===== src/rtl/mult_pp_accumulator.sv =====
// Partial-product accumulator for the 8x8 multiplier array.
// Combines eight 16-bit lane products into 8b/16b lane results or a 32x32 product
// built over two passes, and hands the 64-bit result to writeback via valid/ready.
// Optional feature macro: PPACC_PERF_CNT_EN adds a 32-bit output-transfer counter (perf_cnt).
module mult_pp_accumulator #(
  parameter int unsigned PROD_W = 16,
  parameter int unsigned RES_W  = 4 * PROD_W
) (
  input  logic              clk,
  input  logic              reset,
  input  logic              in_valid,
  output logic              in_ready,
  input  logic [1:0]        sew,
  input  logic              count_0,
  input  logic [PROD_W-1:0] prod1,
  input  logic [PROD_W-1:0] prod2,
  input  logic [PROD_W-1:0] prod3,
  input  logic [PROD_W-1:0] prod4,
  input  logic [PROD_W-1:0] prod5,
  input  logic [PROD_W-1:0] prod6,
  input  logic [PROD_W-1:0] prod7,
  input  logic [PROD_W-1:0] prod8,
  output logic              out_valid,
  input  logic              out_ready,
  output logic [RES_W-1:0]  result,
  output logic [1:0]        out_sew,
  output logic              err
`ifdef PPACC_PERF_CNT_EN
  ,
  output logic [31:0]       perf_cnt
`endif
);

  localparam int unsigned LaneW = RES_W / 2;
  localparam int unsigned ByteSh = PROD_W / 2;

  typedef enum logic [1:0] {StIdle, StHalf, StFull} state_e;

  state_e             r_state;
  state_e             w_state_nxt;
  logic [RES_W-1:0]   r_acc, w_acc_nxt;
  logic [RES_W-1:0]   r_result, w_result_nxt;
  logic [1:0]         r_sew, w_sew_nxt;
  logic               r_err, w_err_nxt;
  logic               w_accept, w_drain;
  logic [LaneW-1:0]   w_lane0, w_lane1;
  logic [RES_W-1:0]   w_pass;

  // Zero-extend one product to result width.
  function automatic logic [RES_W-1:0] ext(input logic [PROD_W-1:0] p);
    logic [RES_W-1:0] e;
    e = '0;
    e[PROD_W-1:0] = p;
    return e;
  endfunction

  // 16x16 from four byte products: AlBl + (AlBh + AhBl)<<8 + AhBh<<16.
  function automatic logic [LaneW-1:0] lane_sum(input logic [PROD_W-1:0] p1,
                                                input logic [PROD_W-1:0] p2,
                                                input logic [PROD_W-1:0] p3,
                                                input logic [PROD_W-1:0] p4);
    logic [LaneW-1:0] e1, e2, e3, e4;
    e1 = '0; e2 = '0; e3 = '0; e4 = '0;
    e1[PROD_W-1:0] = p1;
    e2[PROD_W-1:0] = p2;
    e3[PROD_W-1:0] = p3;
    e4[PROD_W-1:0] = p4;
    return e1 + ((e2 + e3) << ByteSh) + (e4 << PROD_W);
  endfunction

  assign out_valid = (r_state == StFull);
  assign in_ready  = (r_state != StFull) | out_ready;
  assign w_accept  = in_valid & in_ready;
  assign w_drain   = out_valid & out_ready;
  assign result    = r_result;
  assign out_sew   = r_sew;
  assign err       = r_err;

  // Combinational lane and pass sums from the current product set.
  always_comb begin
    w_lane0 = lane_sum(prod1, prod2, prod3, prod4);
    w_lane1 = lane_sum(prod5, prod6, prod7, prod8);
    // prod(1+i+4j) weighted by 2^(8(i+j)), j relative to the pass's low B byte.
    w_pass  = ext(prod1)
            + (ext(prod2) << ByteSh)     + (ext(prod3) << (2 * ByteSh))
            + (ext(prod4) << (3 * ByteSh))
            + (ext(prod5) << ByteSh)     + (ext(prod6) << (2 * ByteSh))
            + (ext(prod7) << (3 * ByteSh)) + (ext(prod8) << (4 * ByteSh));
  end

  // Next-state, accumulator and result selection.
  always_comb begin
    w_state_nxt  = r_state;
    w_acc_nxt    = r_acc;
    w_result_nxt = r_result;
    w_sew_nxt    = r_sew;
    w_err_nxt    = 1'b0;
    case (r_state)
      StIdle, StFull: begin
        // FULL behaves as IDLE in the cycle its result drains.
        if (w_drain) w_state_nxt = StIdle;
        if (w_accept) begin
          case (sew)
            2'b00: begin
              w_result_nxt = {prod4, prod3, prod2, prod1};
              w_sew_nxt    = sew;
              w_state_nxt  = StFull;
            end
            2'b01: begin
              w_result_nxt = {w_lane1, w_lane0};
              w_sew_nxt    = sew;
              w_state_nxt  = StFull;
            end
            2'b10: begin
              if (!count_0) begin
                w_acc_nxt   = w_pass;
                w_state_nxt = StHalf;
              end else begin
                w_err_nxt = 1'b1;
              end
            end
            default: w_err_nxt = 1'b1;
          endcase
        end
      end
      StHalf: begin
        if (w_accept) begin
          w_acc_nxt = '0;
          if (sew == 2'b10 && count_0) begin
            // High-B pass sits two bytes above the low-B pass.
            w_result_nxt = r_acc + (w_pass << (2 * ByteSh));
            w_sew_nxt    = sew;
            w_state_nxt  = StFull;
          end else begin
            w_err_nxt   = 1'b1;
            w_state_nxt = StIdle;
          end
        end
      end
      default: w_state_nxt = StIdle;
    endcase
  end

  // State, accumulator, result and error registers.
  always_ff @(posedge clk or negedge reset) begin
    if (!reset) begin
      r_state  <= StIdle;
      r_acc    <= '0;
      r_result <= '0;
      r_sew    <= 2'b00;
      r_err    <= 1'b0;
    end else begin
      r_state  <= w_state_nxt;
      r_acc    <= w_acc_nxt;
      r_result <= w_result_nxt;
      r_sew    <= w_sew_nxt;
      r_err    <= w_err_nxt;
    end
  end

`ifdef PPACC_PERF_CNT_EN
  logic [31:0] r_perf_cnt;

  // Count output transfers; wraps naturally.
  always_ff @(posedge clk or negedge reset) begin
    if (!reset) begin
      r_perf_cnt <= '0;
    end else if (w_drain) begin
      r_perf_cnt <= r_perf_cnt + 32'd1;
    end
  end

  assign perf_cnt = r_perf_cnt;
`endif

endmodule


===== config.mk =====
export PLATFORM = sky130hd
export DESIGN_NAME = mult_pp_accumulator
export DESIGN_NICKNAME = d
export VERILOG_FILES = /design/src/rtl/mult_pp_accumulator.sv
export SDC_FILE = /design/constraint.sdc
export NUM_CORES = 1
export LEC_CHECK = 0
export CAP_MARGIN = 10
export CORE_MARGIN = 2
export CORE_UTILIZATION = 61
export DETAILED_ROUTE_END_ITERATION = 16
export PLACE_DENSITY = 0.88
export SKIP_CTS_REPAIR_TIMING = 1
export SYNTH_ARGS = -nofsm -noshare
export SYNTH_HDL_FRONTEND = slang
export SYNTH_SLANG_ARGS = --single-unit
export TNS_END_PERCENT = 20

===== constraint.sdc =====
create_clock -name clk -period 6.3 [get_ports clk]
set_clock_uncertainty 0.2 [all_clocks]
set_input_delay 0.63 -clock clk [delete_from_list [all_inputs] [get_ports clk]]
set_output_delay 0.63 -clock clk [all_outputs]
set_load 0.01 [all_outputs]

Yosys cells after proc, flatten, opt, wreduce, memory -nomap -nowiden:

Index checks and enable logic that the tools add are counted.
W data, S select, Z words.

* add/sub/neg operators: 14
* equal/unequal tests: 12
* reductions and logical operators: 9
* bitwise logic cells: 3
* muxes and demuxes: 28

Operator list (count)
* $mux W64: 7
* $pmux W64 S2: 3
* $add A26 B32 Y32: 2
* $add A64 B64 Y64: 1
* $add A16 B25 Y26: 2
* $add A44 B48 Y49: 1
* $add A43 B40 Y44: 1
* $add A42 B32 Y43: 1
* $add A41 B24 Y42: 1
* $add A33 B40 Y41: 1
* $add A16 B16 Y17: 2
* $add A25 B32 Y33: 1
* $add A16 B24 Y25: 1
* $mux W2: 9
* $reduce_and A5 Y1: 3
* $ne A2 B2 Y1 const B: 7
* $pmux W2 S2: 3
* $eq A2 B1 Y1 const B: 2
* $eq A2 B2 Y1 const B: 2
* $logic_not A2 Y1: 2
* $mux W1: 4
* $pmux W1 S2: 2
* $reduce_or A2 Y1: 2
* $ne A3 B1 Y1 const B: 1
* 4 further kinds: 5

* register bits after elaboration: 133
* input bits: 135
* output and inout bits: 69
* logic and storage cells: 71

Logic depth before layout (Yosys ltp):

* word-level depth: 11
* gate-level depth with buffers: 26
* mapped depth without buffers: 26

Least setup slack after synthesis:

OpenSTA, ideal clock, no wires.

* kind: input to register
* start: input prod1[10]
* end: register r_result[57], in the netlist result[57]
* buffers on the path: 0
* data arrival time: 5.333 ns
* setup time: 0.125 ns
* path slack: 0.642 ns
* required time: 5.975 ns
* cell stages on the path: 25
* path through: inv_1 -> fa_1 -> inv_1 -> ha_1 -> ha_1 -> inv_1 -> fa_1 -> nand2b_1 -> a21oi_1 -> nor2_1 -> or3_1 -> nor2_1 -> nor2_1 -> xnor2_1 -> ha_1 -> nand3_1 -> or3_1 -> a21oi_2 -> o311ai_1 -> a32o_1 -> and4b_1 -> nand2_1 -> or4_1 -> nand2_1 -> nor3_1

* word-level cells in the longest chain between the ends: 11

RTL lines
* from (decl): line 15 `input logic [PROD_W-1:0] prod1,`
* $add A16 B24 Y25: line 85 `+ (ext(prod2) << ByteSh) + (ext(prod3) << (2 * ByteSh))`
* $add A25 B32 Y33: line 85
* $add A33 B40 Y41: line 86 `+ (ext(prod4) << (3 * ByteSh))`
* $add A41 B24 Y42: line 87 `+ (ext(prod5) << ByteSh) + (ext(prod6) << (2 * ByteSh))`
* $add A42 B32 Y43: line 87
* $add A43 B40 Y44: line 88 `+ (ext(prod7) << (3 * ByteSh)) + (ext(prod8) << (4 * ByteSh));`
* $add A44 B48 Y49: line 88
* $add A64 B64 Y64: line 131 `w_result_nxt = r_acc + (w_pass << (2 * ByteSh));`
* $mux W64: line 129 `if (sew == 2'b10 && count_0) begin`
* $mux W64: line 127 `if (w_accept) begin`
* $pmux W64 S2: line 98 `case (r_state)`
* to (signal assigned): line 155 `r_result <= w_result_nxt;`
* to (decl): line 42 `logic [RES_W-1:0] r_result, w_result_nxt;`

Every way passes these cells. The select of a mux whose other input is x is not followed.
A chain may end at the register's enable or synchronous reset.

Worst setup path after layout:

Ends and elaborated chain as after synthesis.

==> reports/summary.txt <==
1st-iter DRT viols: 1377
Grt total ovfl: 0
Post-route ant nets: 0
Final Hold Fails: 0
Yosys cell types: 91
Routed via count: 15200
Die H: 156 um
CP endpoint: result[57]
Global routing's busiest layer: met2
Largest net degree at the start of global routing: 61
Ys flop type: dfrtp_1
Ratio of cells with drive above 1 in the final layout: 12.6%
Clock Latency Late Sink: 430 ps
Status: finished clean
Tot Pwr: 0.00745 W
GRT Total Usage: 43.8%
Synthesized flop and latch total: 118
Cell Rows: 55
Rel. slew slack: 7.81%
Final worst path period share: 99.1%
First-pass iteration count of the detailed router: 5
Crit path kind: in2reg
Worst VDD drop: 0.000236 V
Cell Pwr Density: 411 nW/um^2
CP required: 6410 ps
Die area: 24200 um^2
Met3 Usage GRT: 7.22%
Bufs on Longest Clock Path: 2
Initial core utilization: 62.1%
Fillers: 1526
Global-route wire length before repair: 81300 um
CTS tree: done
Async set-or-reset flop fraction in the synthesized netlist: 100%
Arrival @ worst endpoint: 6360 ps
Hold Path Class: in2async
Post-Syn Nets: 2075
Slew Limit Fails: 0
Clock transition at path regs: 60 ps
Routability cong.: 1.03
Deepest level of the CTS H-tree: 4
Fin nets: 2395
Reg2Reg Depth: 14
Core ar.: 22600 um^2
Reg-to-reg endpoint: result[62]
Worst setup EP type: flop
CP startpoint: prod1[10]
DP Area: 17400 um^2
Period minus WS final: 6250 ps
Mapped Avg Cell Area: 8.07 um^2
Area growth syn-to-layout: 29.4%
Final WL: 53100 um
Number of flops mapped to enable cells by yosys: 0
YS warnings: 0
Sequential Area: 2950 um^2
Root Buffer: clkbuf_16
Detailed placer's ending HPWL: 42000 um
Final Non-Filler Cells: 2355
Die W: 156 um
Global-route track usage on met2: 72.1%
Placed cell count: 2322
CP Launch Type: input port
Setup Viol. Count Final: 0
Max Cap Viol: 0
PortBufs: 203
Sequential share of the synthesized area: 21.1%
FMAX: 160 MHz
Synthesized instance count: 1736
Vias in the first global route: 15200
Wire per inst: 22.5 um
DR vias/cell: 6.45
Syn Std Cell Area: 14000 um^2
R2R setup slack: 2390 ps
Initial antenna violation count: 1
Total CTS buffers: 17
Pleak: 8.55 nW
Final Cell Area: 18100 um^2
R2r startpoint: r_acc[16]
DRC viols: 0
Area of the multi-input gates: 10400 um^2
I/O Pins: 204
Worst-path maximum fanout: 5
Worst Tran Pin Value: 1370 ps
Clk sinks: 118
Met1 Use GR: 52.2%
## per-layer routing
metal	part of all wire, %	routed length [um]
met5	0.019	10
met3	8.6	4590
met1	37	19700
met2	46	24400
met4	8.4	4440
## where the power goes
group / switching [W] / leakage, nW / internal (W)
clock network: 0.000392 / 0.281 / 0.000627
registers: 0.000204 / 1.47 / 0.000982
logic: 0.00286 / 6.80 / 0.00239
## synth_stat cells, types with 5 or more instances
library cell	count	area [um^2]
nand2_1	190	713
a21o_1	54	405
a211oi_1	23	173
or3_1	11	68.8
buf_1	8	30.0
nand4_1	14	87.6
inv_1	161	604
o21a_1	22	165
fa_1	54	1080
xor2_1	44	385
nand3_1	36	180
a22o_1	37	324
o22ai_1	5	31.3
a21boi_0	6	45.0
a21oi_1	149	746
and3_1	10	62.6
a31oi_1	23	144
o41ai_1	5	43.8
dfrtp_1	118	2950
o21ai_0	124	621
clkbuf_1	44	165
a221oi_1	7	61.3
o21bai_1	14	105
o31ai_1	9	67.6
nor4_1	5	31.3
o211ai_1	21	158
and2_1	7	43.8
xnor2_1	87	762
nor3_1	27	135
nand2b_1	16	100
nor2b_1	13	81.3
buf_2	10	50.1
ha_1	150	1880
nor2_1	136	510
o21ai_1	5	25.0
## cell usage in the layout (no fill, tap or decap), drive strengths merged, types with 8 or more instances in the layout
| cell type | Yosys | layout |
|---|---|---|
| a211oi | 24 | 24 |
| a21o | 54 | 54 |
| a21oi | 156 | 156 |
| a221oi | 8 | 8 |
| a22o | 37 | 37 |
| a31oi | 24 | 24 |
| and2 | 8 | 8 |
| and3 | 10 | 10 |
| buf | 20 | 163 |
| clkbuf | 44 | 19 |
| clkdlybuf4s50 | 0 | 202 |
| dfrtp | 118 | 118 |
| fa | 54 | 54 |
| ha | 150 | 150 |
| inv | 161 | 164 |
| nand2 | 190 | 190 |
| nand2b | 16 | 16 |
| nand3 | 37 | 37 |
| nand4 | 15 | 15 |
| nor2 | 137 | 137 |
| nor2b | 13 | 13 |
| nor3 | 28 | 28 |
| o211ai | 22 | 22 |
| o21a | 22 | 22 |
| o21ai | 132 | 132 |
| o21bai | 14 | 14 |
| o31ai | 10 | 10 |
| or3 | 13 | 13 |
| xnor2 | 88 | 88 |
| xor2 | 44 | 44 |
## critical path, stage by stage
cell,delay [ps]
clkdlybuf4s50_1,480
inv_1,70
fa_1,540
inv_1,50
ha_1,270
ha_1,170
inv_1,70
fa_1,430
nand2b_4,180
a21oi_4,180
nor2_1,90
or3_4,400
nor2_1,120
nor2_1,90
xnor2_2,180
ha_4,310
nand3_1,70
or3_1,330
a21oi_2,170
o311ai_2,160
a32o_1,270
and4b_2,330
nand2_2,90
or4_4,550
nand2_1,80
nor3_1,50
## logic make-up after synthesis
group / Yosys count / share of synthesized area [%]
compound gates: 560 / 26.7
buf+inv: 225 / 6.20
flops: 118 / 21.1
mux: 3 / 0.223
fa+ha+maj: 204 / 21.1
xor+xnor: 132 / 8.31
simple gates: 494 / 16.4
## state kept, by name, summed over array words and instances (netlist names)
name	cells
err	1
out_sew	2
r_acc	49
r_state	2
result	64
## metrics by stage
step                setup TNS [ps]  hold WS [ps]  utilization, %  setup WS (ps)
floorplan                        0           134               -            642
global placement              -623           260            77.0           -143
finish                           0          73.3            80.3           53.6
global route                  -162           143            80.3           -108
detailed placement           -2620           270            77.0           -326
CTS                              0           106            79.7           34.1
## area by class of cell
| cell class | count | share of cell area (%) |
|---|---|---|
| well taps | 285 | 1.97 |
| clock buffers | 19 | 2.39 |
| clock inverters | 13 | 0.953 |
| diodes | 1 | 0.0138 |
| multi-input cells | 1393 | 57.1 |
| repair buffers | 365 | 17.9 |
| flip-flops and latches | 118 | 16.3 |
| inverters | 161 | 3.33 |
## worst min-delay path by stage
stage	end	slack (ps)
2_1_floorplan	err	130
3_3_place_gp	out_sew[1]	260
3_5_place_dp	result[1]	270
4_1_cts	result[11]	110
5_1_grt	result[34]	140
6_report	result[33]	70
Power figures use the tool's default switching activity.
